**src/rtl/s_machine_pkg.sv**
```systemverilog
// Shared types and constants for the S-Machine instruction memory loader.
package s_machine_pkg;

    localparam int INST_W     = 16;
    localparam int BYTE_W     = 8;
    localparam int ADDR_W_DEF = 8;

    // Loader sequencing: IDLE -> (HI -> LO -> WRITE)* -> CHECK -> DONE -> IDLE
    typedef enum logic [2:0] {
        ST_IDLE  = 3'd0,
        ST_HI    = 3'd1,
        ST_LO    = 3'd2,
        ST_WRITE = 3'd3,
        ST_CHECK = 3'd4,
        ST_DONE  = 3'd5
    } ld_state_e;

    // States in which the loader pulls a byte from the stream
    function automatic logic state_accepts(input ld_state_e s);
        logic acc;
        case (s)
            ST_HI, ST_LO, ST_CHECK: acc = 1'b1;
            default:                acc = 1'b0;
        endcase
        return acc;
    endfunction

endpackage

```
**src/rtl/inst_mem_loader.sv**
```systemverilog
// Byte-stream loader: packs byte pairs into 16-bit instructions, writes them
// to instruction memory and verifies a trailing XOR checksum byte.
module inst_mem_loader
    import s_machine_pkg::*;
#(
    parameter int                ADDR_W    = ADDR_W_DEF,
    parameter logic [ADDR_W-1:0] BASE_ADDR = {ADDR_W{1'b0}}
) (
    input  logic              clk,
    input  logic              rst_n,
    input  logic              start,
    input  logic              abort,
    input  logic [ADDR_W-1:0] word_count,
    input  logic              in_valid,
    input  logic [BYTE_W-1:0] in_data,
    output logic              in_ready,
    output logic              wr_en,
    output logic [ADDR_W-1:0] wr_addr,
    output logic [INST_W-1:0] wr_data,
    output logic              busy,
    output logic              cpu_hold,
    output logic              done,
    output logic              err
);

    localparam logic [ADDR_W-1:0] ADDR_ZERO = {ADDR_W{1'b0}};
    localparam logic [ADDR_W-1:0] ADDR_ONE  = {{(ADDR_W-1){1'b0}}, 1'b1};

    ld_state_e         state_q, state_d;
    logic [ADDR_W-1:0] addr_q, addr_d;
    logic [ADDR_W-1:0] count_q, count_d;
    logic [BYTE_W-1:0] hi_q, hi_d;
    logic [BYTE_W-1:0] csum_q, csum_d;
    logic              err_q, err_d;
    logic              in_ready_q, in_ready_d;
    logic              wr_en_q, wr_en_d;
    logic [ADDR_W-1:0] wr_addr_q, wr_addr_d;
    logic [INST_W-1:0] wr_data_q, wr_data_d;
    logic              busy_q, busy_d;
    logic              done_q, done_d;
    logic              xfer_s;

    // Next-state, datapath and registered-output computation
    always_comb begin
        state_d   = state_q;
        addr_d    = addr_q;
        count_d   = count_q;
        hi_d      = hi_q;
        csum_d    = csum_q;
        err_d     = err_q;
        wr_data_d = wr_data_q;
        xfer_s    = in_valid & in_ready_q;

        if (abort && (state_q != ST_IDLE)) begin
            // Abort beats everything; words already written are left in place
            state_d = ST_IDLE;
            err_d   = 1'b0;
        end else begin
            case (state_q)
                ST_IDLE: begin
                    if (start && !abort) begin
                        count_d = word_count;
                        addr_d  = BASE_ADDR;
                        csum_d  = {BYTE_W{1'b0}};
                        err_d   = 1'b0;
                        state_d = ST_HI;
                    end else begin
                        state_d = ST_IDLE;
                    end
                end
                ST_HI: begin
                    if (xfer_s) begin
                        hi_d    = in_data;
                        csum_d  = csum_q ^ in_data;
                        state_d = ST_LO;
                    end else begin
                        state_d = ST_HI;
                    end
                end
                ST_LO: begin
                    if (xfer_s) begin
                        csum_d    = csum_q ^ in_data;
                        wr_data_d = {hi_q, in_data};
                        state_d   = ST_WRITE;
                    end else begin
                        state_d = ST_LO;
                    end
                end
                ST_WRITE: begin
                    if (count_q == ADDR_ZERO) begin
                        state_d = ST_CHECK;
                    end else begin
                        addr_d  = addr_q + ADDR_ONE;
                        count_d = count_q - ADDR_ONE;
                        state_d = ST_HI;
                    end
                end
                ST_CHECK: begin
                    if (xfer_s) begin
                        err_d   = (in_data != csum_q);
                        state_d = ST_DONE;
                    end else begin
                        state_d = ST_CHECK;
                    end
                end
                ST_DONE: begin
                    state_d = ST_IDLE;
                end
                default: begin
                    state_d = ST_IDLE;
                end
            endcase
        end

        // Outputs are decoded from the next state so they come out of flops
        in_ready_d = state_accepts(state_d);
        wr_en_d    = (state_d == ST_WRITE);
        busy_d     = (state_d != ST_IDLE);
        done_d     = (state_d == ST_DONE);
        if (wr_en_d) begin
            wr_addr_d = addr_d;
        end else begin
            wr_addr_d = wr_addr_q;
        end
    end

    // State, datapath and output registers with asynchronous reset
    always_ff @(posedge clk or negedge rst_n) begin
        if (!rst_n) begin
            state_q    <= ST_IDLE;
            addr_q     <= ADDR_ZERO;
            count_q    <= ADDR_ZERO;
            hi_q       <= {BYTE_W{1'b0}};
            csum_q     <= {BYTE_W{1'b0}};
            err_q      <= 1'b0;
            in_ready_q <= 1'b0;
            wr_en_q    <= 1'b0;
            wr_addr_q  <= ADDR_ZERO;
            wr_data_q  <= {INST_W{1'b0}};
            busy_q     <= 1'b0;
            done_q     <= 1'b0;
        end else begin
            state_q    <= state_d;
            addr_q     <= addr_d;
            count_q    <= count_d;
            hi_q       <= hi_d;
            csum_q     <= csum_d;
            err_q      <= err_d;
            in_ready_q <= in_ready_d;
            wr_en_q    <= wr_en_d;
            wr_addr_q  <= wr_addr_d;
            wr_data_q  <= wr_data_d;
            busy_q     <= busy_d;
            done_q     <= done_d;
        end
    end

    assign in_ready = in_ready_q;
    assign wr_en    = wr_en_q;
    assign wr_addr  = wr_addr_q;
    assign wr_data  = wr_data_q;
    assign busy     = busy_q;
    assign cpu_hold = busy_q;
    assign done     = done_q;
    assign err      = err_q;

endmodule

```
**config.mk**
```make
export PLATFORM = sky130hd
export DESIGN_NAME = inst_mem_loader
export DESIGN_NICKNAME = d
export VERILOG_FILES = /design/src/rtl/s_machine_pkg.sv /design/src/rtl/inst_mem_loader.sv
export SDC_FILE = /design/constraint.sdc
export NUM_CORES = 1
export LEC_CHECK = 0
export ABC_AREA = 0
export BUFFER_PORTS_ARGS = -buffer_cell sky130_fd_sc_hd__clkbuf_2
export CAP_MARGIN = 20
export CORE_MARGIN = 5
export CORE_UTILIZATION = 50
export CTS_CLUSTER_SIZE = 8
export DETAILED_ROUTE_END_ITERATION = 8
export PLACE_DENSITY_LB_ADDON = 0.05
export SLEW_MARGIN = 20
export SYNTH_ARGS = -nofsm -noshare
export SYNTH_HDL_FRONTEND = slang
export SYNTH_SLANG_ARGS = --single-unit
```
**constraint.sdc**
```tcl
create_clock -name clk -period 4.21 [get_ports clk]
set_input_delay 0.842 -clock clk [delete_from_list [all_inputs] [get_ports clk]]
set_output_delay 0.842 -clock clk [all_outputs]
set_load 0.01 [all_outputs]
```
## Yosys cells after proc, flatten, opt, wreduce, memory -nomap -nowiden

Index checks and enable logic that the tools add are counted.

- Flip-flop bits (word level): 64
- Bits in latches: 0
- RAM bits: 0
- Memory bits (read-only): 0
- Bits of input ports: 21
- Output and inout port bits: 30
- Word-level logic and storage cells: 71
- Memories kept: 0

- Add/sub/neg operators: 2
- Multiply operators: 0
- Divide/modulo/power cells: 0
- $lt $le $gt $ge: 0
- Equality and inequality tests: 15
- Shift operators: 0
- Multiplexer cells: 22
- Bitwise operators: 3
- Reductions and logical operators: 17

Operators with widths:

| cell | number |
|---|---|
| two-way mux 8 bit | 7 |
| case mux 8 bit (2 select lines) | 3 |
| case mux 3 bit (5 select lines) | 1 |
| == test 3 x 2 -> 1 bit (second input constant) | 4 |
| == test 3 bit (second input constant) | 3 |
| AND reduction 3 bit | 3 |
| nonzero test 3 bit | 3 |
| adder 8 x 1 -> 8 bit (second input constant) | 1 |
| zero test 8 bit | 1 |
| != test 8 bit | 1 |
| AND reduction 4 bit | 2 |
| subtractor 8 x 1 -> 8 bit (second input constant) | 1 |
| bitwise XOR 8 bit | 1 |
| two-way mux 1 bit | 7 |
| == test 3 x 1 -> 1 bit (second input constant) | 2 |
| two-way mux 3 bit | 2 |
| != test 3 bit (second input constant) | 2 |
| != test 2 bit (second input constant) | 2 |
| nonzero test 2 bit | 2 |
| zero test 3 bit | 1 |
| OR reduction 3 bit | 1 |
| logical AND 1 bit | 2 |
| two-way mux 2 bit | 1 |
| != test 2 x 1 -> 1 bit (second input constant) | 1 |
| 5 further kinds | 5 |

## Logic depth before layout (Yosys ltp)

- Depth in word-level cells: 8
- Gate-level depth with buffers: 9
- Gate-level depth less buffers: 8

## Worst setup path before layout

OpenSTA, ideal clock, no wires.

- Path type: in2reg
- Start: input port start
- End: register wr_data_q[10], in the netlist wr_data[10]
- Setup time: 125 ps
- Arrival: 2094 ps
- Data required time: 4085 ps
- Path slack: 1991 ps
- Stages on the path: 6
- Path buffers: 1
- Path through: or3b_4 -> o32a_1 -> o221ai_2 -> nand2_4 -> buf_6 -> mux2_4

RTL lines:

| item | line | RTL |
|---|---|---|
| start: declaration | inst_mem_loader.sv:11 | `input logic start,` |
| end signal: assignment | inst_mem_loader.sv:139 | `wr_data_q <= {INST_W{1'b0}};` |
| end signal: assignment | inst_mem_loader.sv:152 | `wr_data_q <= wr_data_d;` |
| end: declaration | inst_mem_loader.sv:38 | `logic [INST_W-1:0] wr_data_q, wr_data_d;` |

==> flow_summary.ini <==
[cts]
clkTransAtPathRegs_ns = 0.07
cts_sinks = 64
cts_tree = done
post_cts.repair.setup_buffers = 0
cts-root-buf = clkbuf_8
clkLatencyLatePin_ns = 0.33
cts_buffers = 9
cts_hold_buf = 0
cts_max_path_buffers = 2
ctsResizeCount = 0
htreeDepth = 3

[route]
via_per_inst = 5.56
drtIter0Drc = 102
wl_per_cell_um = 15.8
final_antenna_net_count = 0
first_pass_iters = 4
vias = 2276
drt-total-wl_um = 6450
drc = 0

[power_and_ir_drop]
power_density_mw_per_mm2 = 576
irDropWorstVdd_v = 0.000293
leakage_nw = 1.77

[synth]
synth_edf_count = 0
synth_area_mm2 = 0.00315
synthCells = 280
synth_top_area_share = 0.508
synth.net_count = 303
synth_top_area_cell = dfrtp_1
ys_async_sr_fraction = 1.00
synth-main-ff-cell = dfrtp_1
synthTopCellsByCount = 64 x dfrtp_1, 29 x o21ai_0, 24 x nor2_1
yosys_warnings = 0
ys_types = 56
synthTopCellsByArea = dfrtp_1 51%, mux2_4 9.1%, mux2_2 4.6%, o21ai_0 4.6%, nor2_1 2.9%
synth_seq_area_share = 0.508
avgSynthCellArea_um2 = 11.3
ys_ff_latch = 64
yosys.cell_count.top_type = dfrtp_1

[placement]
dp.cells = 393
port_buffers = 50
finalWeightedCongestion = 0.817
dp_hpwl_um = 4510

[worst_hold_path]
holdCritStartpoint = hi_q[7]
holdPathStages = 1
holdPathEnd = wr_data[15]
worstHoldPathType = flip-flop to flip-flop

[timing]
slew_viol_final = 0
max_freq_mhz = 371
finalCritPeriodShare = 0.640
final-setup-viol-count = 0
min_period_ns = 2.69
hold_viol = 0
skew_ns = 0.00792
relSlewSlack = 0.444
rsz0062_at_grt = false
fin_setup_tns_ns = 0
worst_pin_slew_ns = 0.831

[critical_path]
r2r_end = wr_data[0]
cp_slowest_cell = and2_0
required_ns = 4.43
slowest_delay_ns = 0.45
ff2ff_path_depth = 7
crit_arrival_ns = 2.92
crit_path_start_kind = flip-flop
worst-setup-path-type = flip-flop to flip-flop
crit_start = count_q[0]
path_max_fanout = 25
cp_cell_sequence = inv_1 -> ha_1 -> nor4b_2 -> and2_0 -> o221ai_2 -> nand2_4 -> mux2_2
rrSetupSlack_ns = 1.52
crit_path_end_kind = flip-flop
r2r_start = count_q[0]

[floorplan]
die_y_um = 89.4
die_area_mm2 = 0.00799
ios = 51
die_width_um = 89.4
rows = 29
initial_utilization = 0.505
core_area_mm2 = 0.00624

[grt]
grt_max_degree = 48
antenna_found_initial = 0
first_global_vias = 2248
grt_first_pass_wirelength_um = 10900
globalRoute.totalOverflow = 0
track_usage = 0.179

[cells_and_area]
antenna-diode-count = 0
drive_gt1_frac = 0.328
areaGrowthSynthToFinish_pct = 14.2
num-fill-cells = 546
nNetsFinal = 350
instances_no_fill = 409

[run_status]
status = finished clean

[run]
maxCapViolCount = 0
registers in the layout, indices dropped and copies added (netlist names):
signal and flops:
addr_q 8, busy 1, count_q 8, csum_q 8, done 1, err 1, hi_q 8, in_ready 1
state_q 3, wr_addr 8, wr_data 16, wr_en 1
kinds of logic (layout without fill, tap and decap cells):
group,count (synthesis),in the layout,synth area share
AO/OA/AOI/OAI,72,72,0.145
XOR/XNOR,9,9,0.0250
adder cells (fa/ha/maj),2,2,0.00794
buffers and inverters,20,72,0.0318
flip-flops,64,64,0.508
multiplexers,33,33,0.140
AND/OR/NAND/NOR,80,80,0.142
how the worst max path moves through the flow:
stage             endpoint  slack, ns  cells after the start
2_1_floorplan  wr_data[10]       1.99                      6
3_3_place_gp    wr_addr[1]       1.56                      6
3_5_place_dp    wr_data[1]       1.50                      7
4_1_cts         wr_data[0]       1.51                      7
5_1_grt         wr_data[0]       1.27                      7
6_report        wr_data[0]       1.52                      7
critical path: cells and delay by family, from the launching register on:
kind	cells	cell delay, ns
AOI/OAI and AO/OA	1	0.22
DFF	1	0.40
and+or+nand+nor	3	1.23
buffers and inverters	1	0.09
muxes	1	0.39
adders and majority gates	1	0.22
routing by layer:
| metal | GRT usage | vias up | routed length, µm |
|---|---|---|---|
| met5 | 0 | - | 0 |
| met4 | 0.0771 | 0 | 93 |
| met3 | 0.0387 | 9 | 295 |
| met2 | 0.277 | 53 | 2980 |
| met1 | 0.244 | 1110 | 3090 |
| li1 | - | 1104 | - |
where the power goes:
part / switching, mW / total (mW) / internal (mW)
clock: 0.236 / 0.461 / 0.225
combinational: 0.314 / 0.640 / 0.325
sequential: 0.158 / 0.971 / 0.814
total: 0.707 / 2.07 / 1.36
metrics by stage:
stage	worst slack (ns)	utilization	instance area, µm²	hold WS (ns)	power (mW)
global route	1.27	0.577	3600	0.516	2.22
global placement	1.56	0.549	3420	0.485	1.61
CTS	1.51	0.576	3600	0.507	2.09
detailed placement	1.50	0.549	3420	0.491	1.63
floorplan	1.99	-	3150	0.471	1.42
finish	1.52	0.577	3600	0.505	2.07
cell usage in the layout (no fill, tap or decap), drive strengths merged, types with 3 or more instances in the layout:
cell type and n:
mux2 32, a21oi 17, clkbuf 59, clkinv 4, a31oi 6, nor3 4, xor2 9, nand2b 13
inv 5, nand2 9, nand3 8, o21ai 30, or2 4, nor4 3, dfrtp 64, nor2 24
layout make-up:
cell class / count / area (µm²) / share of cell area
clock buffers: 10 / 138 / 0.0382
repair buffers: 51 / 260 / 0.0723
inverters: 5 / 18.8 / 0.00522
well taps: 77 / 96.3 / 0.0268
clock inverters: 6 / 35.0 / 0.00974
multi-input cells: 196 / 1450 / 0.403
flip-flops and latches: 64 / 1600 / 0.445
Power figures use the tool's default switching activity.
